<file path="src/rtl/vend_pkg.sv">
`default_nettype none
// ============================================================================
// Module   : vend_pkg
// Purpose  : Shared types and constants for the vending controller: FSM state
//            encoding, coin_code encoding, coin value lookup and default
//            product prices.
// Ports    : none (package)
// Revision : 1.0 - initial release
// ============================================================================
package vend_pkg;

    typedef enum logic [1:0] {
        ST_IDLE   = 2'd0,
        ST_CREDIT = 2'd1,
        ST_VEND   = 2'd2,
        ST_CHANGE = 2'd3
    } state_t;

    localparam logic [1:0] COIN_1       = 2'd0;
    localparam logic [1:0] COIN_2       = 2'd1;
    localparam logic [1:0] COIN_5       = 2'd2;
    localparam logic [1:0] COIN_INVALID = 2'd3;

    localparam int DEFAULT_PRICE_A = 2;
    localparam int DEFAULT_PRICE_B = 3;

    localparam logic [4:0] MAX_TOTAL = 5'd15;

    // Face value of a coin in credit units; the invalid code is worth nothing.
    function automatic logic [3:0] coin_value(input logic [1:0] code);
        logic [3:0] value;
        case (code)
            COIN_1:  value = 4'd1;
            COIN_2:  value = 4'd2;
            COIN_5:  value = 4'd5;
            default: value = 4'd0;
        endcase
        return value;
    endfunction

endpackage : vend_pkg
`default_nettype wire

</file>
<file path="src/rtl/vend_timer.sv">
`default_nettype none
// ============================================================================
// Module   : vend_timer
// Purpose  : Idle timer for the credit timeout. Counts cycles while run is
//            high, returns to zero on clear, and flags expired during the
//            TIMEOUT_CYCLES-th consecutive run cycle.
// Ports    : clk     - rising-edge clock
//            reset   - asynchronous active-high reset
//            clear   - synchronous count clear (has priority over run)
//            run     - count this cycle as idle
//            expired - terminal count reached in this cycle (combinational)
// Revision : 1.0 - initial release
// ============================================================================
module vend_timer #(
    parameter int TIMEOUT_CYCLES = 1000
) (
    input  logic clk,
    input  logic reset,
    input  logic clear,
    input  logic run,
    output logic expired
);

    localparam int         CNT_W    = $clog2(TIMEOUT_CYCLES + 1);
    localparam logic [CNT_W-1:0] LAST_CNT = CNT_W'(TIMEOUT_CYCLES - 1);

    logic [CNT_W-1:0] count;

    always_ff @(posedge clk or posedge reset) begin
        if (reset) begin
            count <= '0;
        end else if (clear) begin
            count <= '0;
        end else if (run && (count != LAST_CNT)) begin
            count <= count + 1'b1;
        end
    end

    // The count value equals the number of idle cycles already seen, so the
    // cycle in which it reaches LAST_CNT is the TIMEOUT_CYCLES-th idle cycle.
    assign expired = run && !clear && (count == LAST_CNT);

endmodule : vend_timer
`default_nettype wire

</file>
<file path="src/rtl/vend_ctrl.sv">
`default_nettype none
// ============================================================================
// Module   : vend_ctrl
// Purpose  : Coin-operated vending controller. Accumulates credit, vends
//            product A or B, returns change through a req/ack dispenser
//            handshake and handles customer refunds.
// Config   : define VEND_TIMEOUT_EN to enable an automatic refund after
//            TIMEOUT_CYCLES idle cycles in CREDIT (instantiates vend_timer).
// Ports    : clk, reset           - clock, asynchronous active-high reset
//            coin_valid/coin_code - coin strobe and denomination
//            sel_a/sel_b          - product select requests
//            refund_req           - customer cancel
//            change_ack           - dispenser has paid change_amt
//            total                - current credit
//            vend_a/vend_b        - one-cycle dispense strobes
//            change_req/change_amt- dispenser request and amount
//            coin_reject, deny    - one-cycle status pulses
//            busy                 - high in VEND and CHANGE
// Revision : 1.0 - initial release
// ============================================================================
module vend_ctrl
    import vend_pkg::*;
#(
    parameter int PRICE_A        = DEFAULT_PRICE_A,
    parameter int PRICE_B        = DEFAULT_PRICE_B,
    parameter int TIMEOUT_CYCLES = 1000
) (
    input  logic       clk,
    input  logic       reset,
    input  logic       coin_valid,
    input  logic [1:0] coin_code,
    input  logic       sel_a,
    input  logic       sel_b,
    input  logic       refund_req,
    input  logic       change_ack,
    output logic [3:0] total,
    output logic       vend_a,
    output logic       vend_b,
    output logic       change_req,
    output logic [3:0] change_amt,
    output logic       coin_reject,
    output logic       deny,
    output logic       busy
);

    localparam logic [3:0] PRICE_A_U = 4'(PRICE_A);
    localparam logic [3:0] PRICE_B_U = 4'(PRICE_B);

    state_t     state,       state_nxt;
    logic       vend_phase,  vend_phase_nxt;   // 0: strobe pending, 1: strobe out
    logic       vend_is_b,   vend_is_b_nxt;
    logic [3:0] total_nxt;
    logic       change_req_nxt;
    logic [3:0] change_amt_nxt;
    logic       vend_a_nxt, vend_b_nxt;
    logic       coin_reject_nxt, deny_nxt;

    logic [4:0] coin_sum;
    logic       coin_fits;
    logic [3:0] sel_price;
    logic [3:0] vend_price;
    logic [3:0] remainder;
    logic [3:0] total_post;
    logic       timeout;
    logic       activity;

    assign coin_sum   = {1'b0, total} + {1'b0, coin_value(coin_code)};
    assign coin_fits  = (coin_code != COIN_INVALID) && (coin_sum <= MAX_TOTAL);
    // A has fixed priority over B when both selects are high.
    assign sel_price  = sel_a ? PRICE_A_U : PRICE_B_U;
    assign vend_price = vend_is_b ? PRICE_B_U : PRICE_A_U;
    assign remainder  = total - vend_price;
    assign activity   = coin_valid || sel_a || sel_b || refund_req;

`ifdef VEND_TIMEOUT_EN
    logic timer_run;

    assign timer_run = (state == ST_CREDIT) && !activity;

    vend_timer #(
        .TIMEOUT_CYCLES (TIMEOUT_CYCLES)
    ) u_timer (
        .clk     (clk),
        .reset   (reset),
        .clear   (!timer_run),
        .run     (timer_run),
        .expired (timeout)
    );
`else
    if (TIMEOUT_CYCLES < 1) begin : g_timeout_param_check
        $error("TIMEOUT_CYCLES must be at least 1");
    end

    assign timeout = 1'b0;
`endif

    always_ff @(posedge clk or posedge reset) begin
        if (reset) begin
            state       <= ST_IDLE;
            vend_phase  <= 1'b0;
            vend_is_b   <= 1'b0;
            total       <= 4'd0;
            change_req  <= 1'b0;
            change_amt  <= 4'd0;
            vend_a      <= 1'b0;
            vend_b      <= 1'b0;
            coin_reject <= 1'b0;
            deny        <= 1'b0;
        end else begin
            state       <= state_nxt;
            vend_phase  <= vend_phase_nxt;
            vend_is_b   <= vend_is_b_nxt;
            total       <= total_nxt;
            change_req  <= change_req_nxt;
            change_amt  <= change_amt_nxt;
            vend_a      <= vend_a_nxt;
            vend_b      <= vend_b_nxt;
            coin_reject <= coin_reject_nxt;
            deny        <= deny_nxt;
        end
    end

    always_comb begin
        state_nxt       = state;
        vend_phase_nxt  = vend_phase;
        vend_is_b_nxt   = vend_is_b;
        total_nxt       = total;
        change_req_nxt  = change_req;
        change_amt_nxt  = change_amt;
        vend_a_nxt      = 1'b0;
        vend_b_nxt      = 1'b0;
        coin_reject_nxt = 1'b0;
        deny_nxt        = 1'b0;
        total_post      = total;

        case (state)
            ST_IDLE, ST_CREDIT: begin
                if (coin_valid) begin
                    if (coin_fits) begin
                        total_post = coin_sum[3:0];
                    end else begin
                        coin_reject_nxt = 1'b1;
                    end
                end
                total_nxt = total_post;
                state_nxt = (total_post == 4'd0) ? ST_IDLE : ST_CREDIT;

                // The select is judged on the credit held before any coin
                // arriving in the same cycle; the coin is still banked.
                if (sel_a || sel_b) begin
                    if ((state == ST_CREDIT) && (total >= sel_price)) begin
                        state_nxt      = ST_VEND;
                        vend_phase_nxt = 1'b0;
                        vend_is_b_nxt  = !sel_a;
                    end else begin
                        deny_nxt = 1'b1;
                    end
                end else if ((state == ST_CREDIT) && (refund_req || timeout)) begin
                    state_nxt      = ST_CHANGE;
                    change_req_nxt = 1'b1;
                    change_amt_nxt = total_post;
                end
            end

            ST_VEND: begin
                coin_reject_nxt = coin_valid;
                if (!vend_phase) begin
                    vend_phase_nxt = 1'b1;
                    vend_a_nxt     = !vend_is_b;
                    vend_b_nxt     = vend_is_b;
                end else begin
                    // Credit is debited as the strobe cycle ends.
                    total_nxt = remainder;
                    if (remainder == 4'd0) begin
                        state_nxt = ST_IDLE;
                    end else begin
                        state_nxt      = ST_CHANGE;
                        change_req_nxt = 1'b1;
                        change_amt_nxt = remainder;
                    end
                end
            end

            ST_CHANGE: begin
                coin_reject_nxt = coin_valid;
                if (change_ack) begin
                    state_nxt      = ST_IDLE;
                    total_nxt      = 4'd0;
                    change_req_nxt = 1'b0;
                    change_amt_nxt = 4'd0;
                end
            end

            default: begin
                state_nxt = ST_IDLE;
            end
        endcase
    end

    assign busy = (state == ST_VEND) || (state == ST_CHANGE);

endmodule : vend_ctrl
`default_nettype wire

</file>
<file path="config.mk">
export PLATFORM = sky130hd
export DESIGN_NAME = vend_ctrl
export DESIGN_NICKNAME = d
export VERILOG_FILES = /design/src/rtl/vend_pkg.sv /design/src/rtl/vend_timer.sv /design/src/rtl/vend_ctrl.sv
export SDC_FILE = /design/constraint.sdc
export NUM_CORES = 1
export LEC_CHECK = 0
export BUFFER_PORTS_ARGS = -buffer_cell sky130_fd_sc_hd__buf_2
export CAP_MARGIN = 5
export CORE_ASPECT_RATIO = 1.75
export CORE_MARGIN = 3
export CORE_UTILIZATION = 40
export CTS_BUF_LIST = sky130_fd_sc_hd__clkbuf_8
export DETAILED_ROUTE_END_ITERATION = 6
export HOLD_SLACK_MARGIN = 0.03
export PLACE_DENSITY_LB_ADDON = 0.3
export SLEW_MARGIN = 5
export SYNTH_ARGS = -nofsm -noshare
export SYNTH_HDL_FRONTEND = slang
export SYNTH_SLANG_ARGS = --single-unit
</file>
<file path="constraint.sdc">
create_clock -name clk -period 2.4 [get_ports clk]
set_input_delay 0.12 -clock clk [delete_from_list [all_inputs] [get_ports clk]]
set_output_delay 0.12 -clock clk [all_outputs]
set_load 0.02 [all_outputs]
</file>
==> flow_metrics.env <==
export IMPL_place_ws_ns=0.126
export IMPL_drv_slew=0
export IMPL_die_x_um=46.5
export IMPL_cts_tree="done"
export IMPL_h_tree_depth=1
export IMPL_layout_cells_non_filler=168
export IMPL_finalWirelength_um=2540
export IMPL_final_nets=158
export IMPL_grt_usage_pct=16.6
export IMPL_syn_to_final_growth_pct=18.4
export IMPL_clockRootBuffer="clkbuf_8"
export IMPL_rows=25
export IMPL_via_per_inst=5.65
export IMPL_fill_cells=261
export IMPL_numPlacedInstances=163
export IMPL_die_area_sq_um=3570
export IMPL_slowest_delay_ns=0.43
export IMPL_cp_required_ns=2.53
export IMPL_synth_nets=130
export IMPL_clock_sinks=17
export IMPL_power_mw=1.86
export IMPL_synth_seq_cells=17
export IMPL_cp_arrival_ns=2.34
export IMPL_grt_overflow=0
export IMPL_critical_path_cell_chain="ha_1 -> inv_1 -> fa_2 -> nor2b_2 -> o21ai_2 -> a2111o_1 -> a211oi_1 -> o22ai_1"
export IMPL_grt_pass1_wl_um=4490
export IMPL_yosys_warnings=0
export IMPL_grt_pass1_vias=990
export IMPL_critPathKind="reg2reg"
export IMPL_critPathLaunchType="flop"
export IMPL_antenna_found_initial=0
export IMPL_path_clk_slew_ns=0.07
export IMPL_finalSetupTns_ns=0
export IMPL_first_pass_iters=4
export IMPL_cp_max_fo=9
export IMPL_top_usage_layer="met2"
export IMPL_ys_seq_area_share_pct=37.1
export IMPL_setup_viol=0
export IMPL_crit_slowest_cell="a2111o_1"
export IMPL_maxCapViolCount=0
export IMPL_drtAntennaViolNets=0
export IMPL_tightest_slew_ns=0.645
export IMPL_period_minus_slack_ns=2.21
export IMPL_port_buffers=22
export IMPL_clock_path_buffers=2
export IMPL_dp_hpwl_um=2020
export IMPL_p_per_area_nw_per_um2=1370
export IMPL_syn_avg_cell_area_sq_um=10.1
export IMPL_drc=0
export IMPL_status="completed"
export IMPL_wl_per_cell_um=15.1
export IMPL_finClkSkew_ns=0.00836
export IMPL_setup_slack_ns=0.192
export IMPL_grt_use_met3_pct=3.29
export IMPL_fin_crit_sh_pct=92.0
export IMPL_grt_start_max_net_pins=18
export IMPL_antenna_cells=0
export IMPL_ios=23
export IMPL_fmax_mhz=453
export IMPL_grt_use_met1_pct=20.0
export IMPL_largestRegisters="change_amt x4, total x4, state x2"
export IMPL_power_leakage_nw=0.667
export IMPL_multiInputGateArea_sq_um=658
export IMPL_crit_path_end_kind="flop"
export IMPL_start_util_pct=42.1
export IMPL_peakVddDrop_v=0.000690
export IMPL_rsz0062_at_grt="no"
export IMPL_syn_inst=114
export IMPL_cts_buffers=3
export IMPL_drive_gt1_share_pct=31.2
export IMPL_yosysUniqueCellTypes=43
export IMPL_grtUsageMet2_pct=26.9
export IMPL_core_area_sq_um=2720
export IMPL_routabilityCongestion=0.907
export IMPL_drt_iter0_drc=21
export IMPL_die_height_um=76.8
export IMPL_slew_headroom_pct=57.0
export IMPL_seq_area_sq_um=425
export IMPL_dr_total_vias=950
export IMPL_hold_path_class="in2reg"
export IMPL_clkLatencyLatePin_ns=0.25
export IMPL_hold_viol=0
export IMPL_synth_area_sq_um=1150
-- per-layer routing --
layer / routed length (um) / share of wire, %
met2: 1280 / 50
met4: 135 / 5.3
met3: 107 / 4.2
met5: 0 / 0
met1: 1020 / 40
-- kinds of logic (layout without fill, tap and decap cells) --
family	Yosys count	after routing	synth area share, %
compound gates	29	29	21.7
xor+xnor	2	2	1.53
fa+ha+maj	7	7	8.30
buf+inv	17	44	5.68
flops	17	17	37.1
mux	8	8	7.86
simple gates	34	34	17.8
-- where the power goes --
| group | total (mW) | internal [mW] | switching [mW] | leakage (nW) |
|---|---|---|---|---|
| clock | 0.209 | 0.113 | 0.0953 | 0.0269 |
| sequential | 0.542 | 0.409 | 0.133 | 0.212 |
| combinational | 1.11 | 0.492 | 0.617 | 0.427 |
| total | 1.86 | 1.01 | 0.845 | 0.667 |
-- critical path, delay by kind of cell (launching register included) --
kind,cells,cell delay [ns]
fa+ha+maj,2,0.57
compound gates,4,0.91
buf+inv,1,0.06
simple gates,1,0.13
flops,1,0.42
-- cell usage after synthesis, drive strengths merged --
cell type,instances,area (sq um)
dfrtp,17,425
inv,14,52.6
nor2,9,33.8
mux2,8,90.1
a21oi,7,35.0
ha,6,75.1
nand2b,5,31.3
nor2b,4,27.5
a21boi,3,33.8
nand4,3,25.0
nor3,3,15.0
nor3b,3,22.5
o21ai,3,30.0
and3,2,12.5
clkbuf,2,7.51
nand2,2,7.51
o211ai,2,15.0
o31ai,2,15.0
xor2,2,17.5
a2111o,1,11.3
a211o,1,8.76
a211oi,1,7.51
a21bo,1,10.0
a21o,1,7.51
a31oi,1,6.26
a32oi,1,8.76
buf,1,5.00
fa,1,20.0
nand3b,1,7.51
nor4b,1,15.0
o221ai,1,26.3
o22ai,1,6.26
o31a,1,8.76
o32a,1,10.0
o32ai,1,8.76
or2,1,6.26
-- stage by stage --
| step | utilization [%] | cell area [sq um] | hold WS [ns] |
|---|---|---|---|
| floorplan | - | 1150 | 0.0461 |
| global placement | 47.8 | 1300 | 0.227 |
| detailed placement | 47.8 | 1300 | 0.241 |
| CTS | 49.8 | 1360 | 0.0762 |
| global route | 49.9 | 1360 | 0.0906 |
| finish | 49.9 | 1360 | 0.0761 |
-- cell type report --
type	count	share of cell area, %
inverter	14	3.87
multi-input combinational	80	48.5
clock buffer	3	3.04
tap	27	2.49
timing repair buffer	26	10.5
sequential	17	31.3
clock inverter	1	0.276
-- final timing paths --
check	from	end	slack, ns	cells after the start
setup / recovery	total[0]	state[0]	0.19	8
hold / removal	sel_a	vend_is_b	0.08	2
setup reg to reg	total[0]	state[0]	0.19	8
hold reg to reg	change_amt[0]	change_amt[0]	0.49	1
max in group asynchronous	reset	total[3]	1.49	3
min in group asynchronous	reset	total[1]	0.49	3
-- cells in the final DEF (no fill, tap or decap), types with 2 or more instances in the layout --
| master | count |
|---|---|
| nand2b_1 | 5 |
| ha_1 | 6 |
| o211ai_1 | 2 |
| nor3_1 | 3 |
| o31ai_1 | 2 |
| dfrtp_1 | 17 |
| nor2_1 | 9 |
| buf_4 | 3 |
| mux2_2 | 7 |
| inv_1 | 15 |
| and3_1 | 2 |
| a21oi_1 | 7 |
| nor3b_1 | 3 |
| nand2_1 | 2 |
| nor2b_1 | 3 |
| xor2_1 | 2 |
| clkbuf_8 | 3 |
| buf_2 | 22 |
| nand4_1 | 2 |
-- what timing repair did --
action | in CTS | in global routing
hold buffers | 1 | 0
endpoints found under the setup margin | 0 | 1
resized for setup | 0 | 1
buffers inserted | 0 | 0
hold endpoints to repair | 17 | 0
(Power assumes the default switching activity.)
